<file path="config.mk">
export PLATFORM = sky130hd
export DESIGN_NAME = slip_rx_framer
export DESIGN_NICKNAME = d
export VERILOG_FILES = /design/src/rtl/slip_rx_framer.sv
export SDC_FILE = /design/constraint.sdc
export NUM_CORES = 1
export LEC_CHECK = 0
export CAP_MARGIN = 20
export CORE_UTILIZATION = 40
export CTS_CLUSTER_SIZE = 40
export DETAILED_ROUTE_END_ITERATION = 8
export DONT_BUFFER_PORTS = 1
export PLACE_DENSITY = 0.59
export SYNTH_ARGS = -nofsm -noshare
export SYNTH_HDL_FRONTEND = slang
export SYNTH_SLANG_ARGS = --single-unit
</file>
<file path="constraint.sdc">
create_clock -name clk -period 2.7 [get_ports clk]
set_input_delay 0.27 -clock clk [delete_from_list [all_inputs] [get_ports clk]]
set_output_delay 0.27 -clock clk [all_outputs]
set_load 0.02 [all_outputs]
</file>
<file path="src/rtl/slip_rx_framer.sv">
// SLIP receive decoder: unescapes bytes, marks frame ends through a one-byte hold,
// enforces a maximum frame length and keeps saturating good/error frame counters.
module slip_rx_framer #(
  parameter int         MAX_LEN   = 1024,
  parameter int         LEN_W     = $clog2(MAX_LEN + 1),
  parameter int         CNT_W     = 16,
  parameter logic [7:0] END_B     = 8'hC0,
  parameter logic [7:0] ESC_B     = 8'hDB,
  parameter logic [7:0] ESC_END_B = 8'hDC,
  parameter logic [7:0] ESC_ESC_B = 8'hDD
) (
  input  logic             clk,
  input  logic             rst,
  input  logic [7:0]       in_data,
  input  logic             in_valid,
  output logic             in_ready,
  output logic [7:0]       out_data,
  output logic             out_valid,
  input  logic             out_ready,
  output logic             out_last,
  output logic             out_err,
  output logic             frame_done,
  output logic [LEN_W-1:0] frame_len,
  output logic [1:0]       frame_err,
  input  logic             clear_stats,
  output logic [CNT_W-1:0] good_cnt,
  output logic [CNT_W-1:0] err_cnt
);

  typedef enum logic [1:0] {HUNT, DATA, ESCP, DISCARD} state_t;

  localparam logic [LEN_W-1:0] MAX_LEN_L = LEN_W'(MAX_LEN);
  localparam logic [1:0] ERR_OK    = 2'b00;
  localparam logic [1:0] ERR_ESC   = 2'b01;
  localparam logic [1:0] ERR_LONG  = 2'b10;
  localparam logic [1:0] ERR_ABORT = 2'b11;

  state_t             state_reg, state_next;
  logic [LEN_W-1:0]   len_reg, len_next;
  logic [7:0]         hold_reg, hold_next;
  logic               hold_full_reg, hold_full_next;

  logic [7:0]         out_data_reg;
  logic               out_valid_reg, out_last_reg, out_err_reg;
  logic               frame_done_reg;
  logic [LEN_W-1:0]   frame_len_reg;
  logic [1:0]         frame_err_reg;
  logic [CNT_W-1:0]   good_cnt_reg, err_cnt_reg;

  logic               accept;
  logic               push, push_last, push_err;
  logic               close;
  logic [LEN_W-1:0]   close_len;
  logic [1:0]         close_err;
  logic               dec_valid;
  logic [7:0]         dec_byte;

  assign accept = in_valid && (!out_valid_reg || out_ready);

  // State register
  always_ff @(posedge clk or posedge rst) begin
    if (rst) begin
      state_reg     <= HUNT;
      len_reg       <= '0;
      hold_reg      <= '0;
      hold_full_reg <= 1'b0;
    end else begin
      state_reg     <= state_next;
      len_reg       <= len_next;
      hold_reg      <= hold_next;
      hold_full_reg <= hold_full_next;
    end
  end

  // Next-state and push/close decisions
  always_comb begin
    state_next     = state_reg;
    len_next       = len_reg;
    hold_next      = hold_reg;
    hold_full_next = hold_full_reg;
    push           = 1'b0;
    push_last      = 1'b0;
    push_err       = 1'b0;
    close          = 1'b0;
    close_len      = len_reg;
    close_err      = ERR_OK;
    dec_valid      = 1'b0;
    dec_byte       = in_data;

    if (accept) begin
      unique case (state_reg)
        HUNT: begin
          if (in_data == END_B) begin
            state_next = DATA;
            len_next   = '0;
          end
        end
        DATA: begin
          if (in_data == END_B) begin
            if (len_reg != '0) begin
              push           = hold_full_reg;
              push_last      = 1'b1;
              close          = 1'b1;
              close_err      = ERR_OK;
              len_next       = '0;
              hold_full_next = 1'b0;
            end
          end else if (in_data == ESC_B) begin
            state_next = ESCP;
          end else begin
            dec_valid = 1'b1;
          end
        end
        ESCP: begin
          if (in_data == ESC_END_B) begin
            dec_valid  = 1'b1;
            dec_byte   = END_B;
            state_next = DATA;
          end else if (in_data == ESC_ESC_B) begin
            dec_valid  = 1'b1;
            dec_byte   = ESC_B;
            state_next = DATA;
          end else begin
            // Bad escape or abort: the END of an abort already opens the next frame.
            push           = hold_full_reg;
            push_last      = 1'b1;
            push_err       = 1'b1;
            close          = 1'b1;
            close_err      = (in_data == END_B) ? ERR_ABORT : ERR_ESC;
            state_next     = (in_data == END_B) ? DATA : DISCARD;
            len_next       = '0;
            hold_full_next = 1'b0;
          end
        end
        DISCARD: begin
          if (in_data == END_B) begin
            state_next = DATA;
            len_next   = '0;
          end
        end
        default: state_next = HUNT;
      endcase

      if (dec_valid) begin
        if (len_reg == MAX_LEN_L) begin
          push           = hold_full_reg;
          push_last      = 1'b1;
          push_err       = 1'b1;
          close          = 1'b1;
          close_err      = ERR_LONG;
          state_next     = DISCARD;
          len_next       = '0;
          hold_full_next = 1'b0;
        end else begin
          // The previous byte leaves the hold only once we know it is not the last.
          push           = hold_full_reg;
          hold_next      = dec_byte;
          hold_full_next = 1'b1;
          len_next       = len_reg + LEN_W'(1);
        end
      end
    end
  end

  // Output register, frame status and statistics
  always_ff @(posedge clk or posedge rst) begin
    if (rst) begin
      out_data_reg   <= '0;
      out_valid_reg  <= 1'b0;
      out_last_reg   <= 1'b0;
      out_err_reg    <= 1'b0;
      frame_done_reg <= 1'b0;
      frame_len_reg  <= '0;
      frame_err_reg  <= '0;
      good_cnt_reg   <= '0;
      err_cnt_reg    <= '0;
    end else begin
      if (push) begin
        out_data_reg  <= hold_reg;
        out_valid_reg <= 1'b1;
        out_last_reg  <= push_last;
        out_err_reg   <= push_err;
      end else if (out_valid_reg && out_ready) begin
        out_valid_reg <= 1'b0;
        out_last_reg  <= 1'b0;
        out_err_reg   <= 1'b0;
      end

      frame_done_reg <= close;
      if (close) begin
        frame_len_reg <= close_len;
        frame_err_reg <= close_err;
      end

      if (clear_stats) begin
        good_cnt_reg <= '0;
        err_cnt_reg  <= '0;
      end else if (close) begin
        if (close_err == ERR_OK) begin
          if (good_cnt_reg != {CNT_W{1'b1}}) good_cnt_reg <= good_cnt_reg + CNT_W'(1);
        end else begin
          if (err_cnt_reg != {CNT_W{1'b1}}) err_cnt_reg <= err_cnt_reg + CNT_W'(1);
        end
      end
    end
  end

  // Output drive
  always_comb begin
    in_ready   = !out_valid_reg || out_ready;
    out_data   = out_data_reg;
    out_valid  = out_valid_reg;
    out_last   = out_last_reg;
    out_err    = out_err_reg;
    frame_done = frame_done_reg;
    frame_len  = frame_len_reg;
    frame_err  = frame_err_reg;
    good_cnt   = good_cnt_reg;
    err_cnt    = err_cnt_reg;
  end

endmodule

</file>
# Word-level counts from Yosys, hierarchy flattened
# Index checks and enable logic that the tools add are counted.
[totals]
ff_bits = 79
wordCells = 123
[op_classes]
add_sub_neg = 3
mux = 71
bitwise_logic = 1
n_eq_ne = 16
reduce_logical = 19
[op_table]
columns = ["cell", "count"]
rows = [
  ["$mux 16", 8],
  ["$mux 11", 7],
  ["$pmux 11 s3", 1],
  ["$add 16x1->16 const B", 2],
  ["$eq 8x8->1 const B", 4],
  ["$mux 1", 32],
  ["$ne 16x16->1 const B", 2],
  ["$mux 2", 15],
  ["$mux 8", 3],
  ["$ne 3x3->1 const B", 4],
  ["$reduce_and 6->1", 2],
  ["$add 11x1->11 const B", 1],
  ["$eq 11x11->1 const B", 1],
  ["$reduce_bool 11->1", 1],
  ["$reduce_bool 2->1", 5],
  ["$reduce_and 3->1", 3],
  ["$pmux 1 s2", 4],
  ["$pmux 2 s3", 1],
  ["$eq 2x2->1 const B", 2],
  ["$logic_not 2->1", 2],
  ["$ne 3x1->1 const B", 1],
  ["$reduce_bool 3->1", 1],
  ["$eq 2x1->1 const B", 1],
  ["$logic_and 1x1->1", 2],
  ["5 further kinds", 5],
]

# Longest topological paths before layout
[depth]
word_depth = 12
depth_mapped = 11
mapped_depth_nobuf = 8

# Worst setup path after synthesis
# OpenSTA, ideal clock, no wires.
[synth_timing]
kind = "register -> register"
startpoint = "reg len_reg[0] (netlist: close_len[0])"
endpoint = "reg good_cnt_reg[4] (netlist: good_cnt[4])"
stages_incl_launch_ff = 11
arrival_ns = 2.394
n_path_buf = 2
path_slack_ns = 0.228
setup_ns = 0.078
path_cell_list = "dfrtp_1 -> inv_1 -> ha_1 -> nor2b_1 -> and4_1 -> buf_2 -> nor3b_4 -> or4_4 -> buf_2 -> or3_1 -> a21oi_1"
[synth_between]
elab_chain_cells = 9
word_cells_on_any_way = 15
cone_classes = "eq/ne (1); mux (9); reduce/logical (5)"
[synth_lines]
columns = ["element", "line_no", "source"]
rows = [
  ["start: declaration", "39", "logic [LEN_W-1:0] len_reg, len_next;"],
  ["start signal: assignment", "69", "len_reg <= len_next;"],
  ["$reduce_bool 11->1", "100", "if (len_reg != '0) begin"],
  ["$mux 1", "100", ""],
  ["$mux 1", "99", "if (in_data == END_B) begin"],
  ["$pmux 1 s2", "91", "unique case (state_reg)"],
  ["$mux 1", "145", "if (len_reg == MAX_LEN_L) begin"],
  ["$mux 1", "144", "if (dec_valid) begin"],
  ["$mux 1", "90", "if (accept) begin"],
  ["$reduce_bool 2->1 (no line)", "n/a", ""],
  ["$reduce_and 3->1 (no line) *", "n/a", ""],
  ["end signal: assignment", "200", "if (good_cnt_reg != {CNT_W{1'b1}}) good_cnt_reg <= good_cnt_reg + CNT_W'(1);"],
  ["end: declaration", "48", "logic [CNT_W-1:0] good_cnt_reg, err_cnt_reg;"],
]
# Mark *: on every way between the ends. The rest lies on a longest branch, timed or not.
# A chain may end at the register's enable or synchronous reset.

# Worst setup path after layout
[layout_timing]
startpoint = "reg state_reg[0]"
endpoint = "reg good_cnt_reg[4] (netlist: good_cnt[4])"
[layout_between]
elab_chain_cells = 8
word_cells_on_any_way = 16
cone_classes = "eq/ne (2); mux (10); reduce/logical (4)"
[layout_lines]
columns = ["element", "line_no", "source"]
rows = [
  ["start: declaration", "38", "state_t state_reg, state_next;"],
  ["start signal: assignment", "68", "state_reg <= state_next;"],
  ["$eq 2x2->1 or $eq 2x1->1 (tied branches)", "91", ""],
  ["$pmux 1 s2 or $mux 2 (tied branches)", "n/a", ""],
  ["$mux 1 or $mux 2 (tied branches)", "90, 145", ""],
  ["$mux 2", "144", ""],
  ["$mux 2", "90", ""],
  ["$logic_not 2->1", "199", "if (close_err == ERR_OK) begin"],
  ["$reduce_bool 2->1 (no line)", "n/a", ""],
  ["$reduce_and 3->1 (no line) *", "n/a", ""],
]
# Mark *: on every way between the ends. The rest lies on a longest branch, timed or not. The select of a mux whose other input is x is not followed.

==> metrics.yaml <==
setup_path:
  launch_point_of_the_critical_path: "state_reg[0]"
  largest_stage_delay_on_the_critical_path_ns: 0.58
  critPathCapture: "good_cnt[4]"
  worst_setup_path_start_kind: "flop"
  critical_path_peak_fanout: 15
  rr_endpoint: "good_cnt[4]"
  worstSetupEndpointType: "flop"
  timing.rr.start: "state_reg[0]"
  crit_chain: "inv_1 -> ha_1 -> nand3b_1 -> a31o_2 -> or4_4 -> buf_4 -> or3_1 -> a21oi_1"
  reg2reg_depth: 8
  r2r_slack_ns: 0.12
  critical_path_required_ns: 2.97
  crit_slowest_cell: "sky130_fd_sc_hd__or4_4"
  criticalPathCategory: "flop to flop"
  cp_data_arrival_time_ns: 2.86
clock_tree:
  clk_pin_slew_ns: 0.08
  tritoncts: "built"
  max_buffers_root_to_sink: 2
  clkLatencyLatePin_ns: 0.35
  clock_tree.htree_level_count: 3
  cts_setup_buffers: 0
  cts_buffers: 9
  tritoncts_num_sinks: 79
  root_buffer: "sky130_fd_sc_hd__clkbuf_8"
sta:
  timing.final.ws_setup_ns: 0.119
  tightest_slew_ns: 0.612
  timing.slew.headroom_pct: 58.9
  fin_skew_ns: 0.00721
  max_freq_ghz: 0.387
  period_share_pct: 95.6
  fin_tns_setup_ns: 0
  setup_viol: 0
  rsz_0062_raised_after_global_routing: "no"
  timing_max_transition_violations_final: 0
  finalHoldViolations: 0
  finalCriticalPeriod_ns: 2.58
power:
  p_clk_share_pct: 30.5
  power.static_leakage_nw: 2.05
  vdd_drop_max_uv: 491
  comb_power_share_pct: 23.6
  power.switching_fraction_pct: 31.8
  p_total_mw: 3.43
  sequentialPowerShare_pct: 45.9
  switching_power_mw: 1.09
  p_int_mw: 2.34
  powerDensity_nw_per_um2: 720
min_path:
  worstHoldStart: "in_data[2]"
  hp-class: "primary input to flop"
drt:
  detailroute.via_count: 3282
  drtAntennaViolNets: 0
  vias_per_cell: 5.69
  starting_drc_count_in_detailed_routing: 62
  drc_errors: 0
  routedWlPerCell_um: 16.4
  drt_first_pass_iters: 4
  drt_wl_total_um: 9460
finish:
  layout_overhead_on_the_synthesized_area_pct: 16.9
  finalInstanceArea_um2: 4760
  number_of_antenna_diodes: 0
  drive_above_1_share_pct: 20.0
  fin_nets: 459
floorplan:
  floorplan.rows: 36
  floorplan.initialDensity_pct: 41.5
  die_width_um: 103
  num_io_pins: 71
  die_h_um: 103
  core-area_um2: 9820
  floorplan.die_area_um2: 10600
global_route:
  global_route_wire_length_before_repair_um: 16000
  maximum_number_of_pins_on_one_net_before_global_route_repair: 80
  first_global_vias: 3308
  grt_overflow: 0
  grt_usage_pct: 19.4
  antenna_found_initial: 0
placement:
  hpwlAfterDp_um: 6750
  post-place-ws_ns: 0.133
  place_area_um2: 4470
  final_estimated_routing_congestion_in_global_placement: 0.817
  placement.io_buffers: 0
logic_synthesis:
  mappedNetlistNets: 428
  postSynthRegisterBits: 79
  avgSynthCellArea_um2: 9.97
  ys_async_sr_fraction_pct: 100
  mappedNetlistArea_um2: 4080
  yosysUniqueCellTypes: 48
  synth_seq_area_share_pct: 48.5
  synth.yosys.warnings: 0
  synthCells: 409
  postSynth.topFlopCell: "sky130_fd_sc_hd__dfrtp_1"
  synth-edff-count: 0
flow_run:
  drv_cap: 0
outcome:
  run_status: "finished, final reports clean"
-- repair_timing --
item,CTS,global route
setup endpoints to repair,0,10
endpoints found under the hold margin,108,0
hold buffers,2,0
resized for setup,0,2
-- through the flow --
step                hold slack (ns)  cells  util (%)
floorplan                     0.406    409         -
global placement              0.277    558      45.5
detailed placement            0.284    559      45.6
CTS                          0.0350    576      48.2
global route                 0.0271    577      48.5
finish                       0.0512    577      48.5
-- cell families after synthesis --
group / after synthesis / synth area share (%)
AOI/OAI and AO/OA: 106 / 15.7
DFF: 79 / 48.5
and+or+nand+nor: 153 / 22.4
adders and majority gates: 6 / 1.84
muxes: 27 / 7.37
buffers and inverters: 34 / 3.31
xor gates and xnor gates: 4 / 0.860
-- worst min-delay path by stage --
| stage | endpoint | slack, ns | cells past startpoint |
|---|---|---|---|
| global route | hold_reg[2] | 0.03 | 2 |
| CTS | hold_reg[2] | 0.03 | 2 |
| global placement | frame_done | 0.28 | 2 |
| floorplan | hold_reg[2] | 0.41 | 2 |
| finish | hold_reg[2] | 0.05 | 2 |
| detailed placement | good_cnt[11] | 0.28 | 2 |
-- power groups by stage --
stage	Clock, mW	Sequential (mW)	Combinational [mW]
2_1_floorplan	0	1.58	0.543
3_3_place_gp	0	1.60	0.768
3_5_place_dp	0	1.60	0.793
4_1_cts	1.08	1.58	0.807
5_1_grt	1.12	1.60	0.900
6_report	1.05	1.57	0.810
-- cells in the mapped netlist, types with 3 or more instances --
master,count,area [um2]
sky130_fd_sc_hd__ha_1,6,75.1
sky130_fd_sc_hd__nor3_1,5,25.0
sky130_fd_sc_hd__o31ai_1,15,113
sky130_fd_sc_hd__mux2i_1,3,30.0
sky130_fd_sc_hd__o211ai_1,3,22.5
sky130_fd_sc_hd__nor2b_1,4,25.0
sky130_fd_sc_hd__nor2_1,20,75.1
sky130_fd_sc_hd__mux2_2,24,270
sky130_fd_sc_hd__clkbuf_1,11,41.3
sky130_fd_sc_hd__inv_1,15,56.3
sky130_fd_sc_hd__nand2_1,26,97.6
sky130_fd_sc_hd__a21o_1,4,30.0
sky130_fd_sc_hd__dfrtp_1,79,1980
sky130_fd_sc_hd__nand4b_1,3,26.3
sky130_fd_sc_hd__and3_1,9,56.3
sky130_fd_sc_hd__a21oi_1,30,150
sky130_fd_sc_hd__o41ai_1,3,26.3
sky130_fd_sc_hd__or3_1,17,106
sky130_fd_sc_hd__nand3_1,23,115
sky130_fd_sc_hd__buf_2,6,30.0
sky130_fd_sc_hd__or4_1,15,113
sky130_fd_sc_hd__nor3b_1,3,22.5
sky130_fd_sc_hd__nand4_1,5,31.3
sky130_fd_sc_hd__o21ai_0,37,185
sky130_fd_sc_hd__and4_1,3,26.3
sky130_fd_sc_hd__nor4_1,6,37.5
-- worst max-delay path, delay by kind of cell, from the launching register on --
kind                     cells  cell delay (ns)
AND/OR/NAND/NOR              3             1.14
flip-flops                   1             0.40
AO/OA/AOI/OAI                2             0.39
adder cells (fa/ha/maj)      1             0.30
buffers and inverters        2             0.27
-- layer usage --
layer / track usage (%) / part of all wire [%] / up-vias
met5: 0 / 0 / -
met4: 5.09 / 0.92 / 0
met3: 6.03 / 6.5 / 7
met2: 32.7 / 49 / 77
met1: 24.3 / 44 / 1610
li1: - / - / 1588
-- cells in the final DEF (no fill, tap or decap), types with 3 or more instances in the layout --
cell type and count:
sky130_fd_sc_hd__nor2b_1 4, sky130_fd_sc_hd__nor3_1 5, sky130_fd_sc_hd__clkbuf_8 9, sky130_fd_sc_hd__nor2_1 20, sky130_fd_sc_hd__nand4_1 5, sky130_fd_sc_hd__a21o_1 4, sky130_fd_sc_hd__or3_1 17, sky130_fd_sc_hd__a21oi_1 29
sky130_fd_sc_hd__o21ai_0 37, sky130_fd_sc_hd__mux2i_1 3, sky130_fd_sc_hd__o31ai_1 15, sky130_fd_sc_hd__nor4_1 6, sky130_fd_sc_hd__nand2_1 26, sky130_fd_sc_hd__dfrtp_1 79, sky130_fd_sc_hd__o211ai_1 3, sky130_fd_sc_hd__ha_1 6
sky130_fd_sc_hd__o41ai_1 3, sky130_fd_sc_hd__nand4b_1 3, sky130_fd_sc_hd__bufinv_16 3, sky130_fd_sc_hd__mux2_2 24, sky130_fd_sc_hd__or4_1 15, sky130_fd_sc_hd__nand3_1 23, sky130_fd_sc_hd__inv_1 14, sky130_fd_sc_hd__and3_1 9
sky130_fd_sc_hd__nor3b_1 3, sky130_fd_sc_hd__buf_4 33, sky130_fd_sc_hd__and4_1 3, sky130_fd_sc_hd__buf_12 3
-- cell type report --
class / count / area, um2
Inverter: 15 / 57.6
Tap cell: 133 / 166
Sequential cell: 79 / 1980
Clock inverter: 5 / 108
Timing Repair Buffer: 39 / 355
Multi-Input combinational cell: 296 / 1970
Fill cell: 947 / 5060
Clock buffer: 10 / 128
Note: power is estimated with default switching activity, not from simulation.
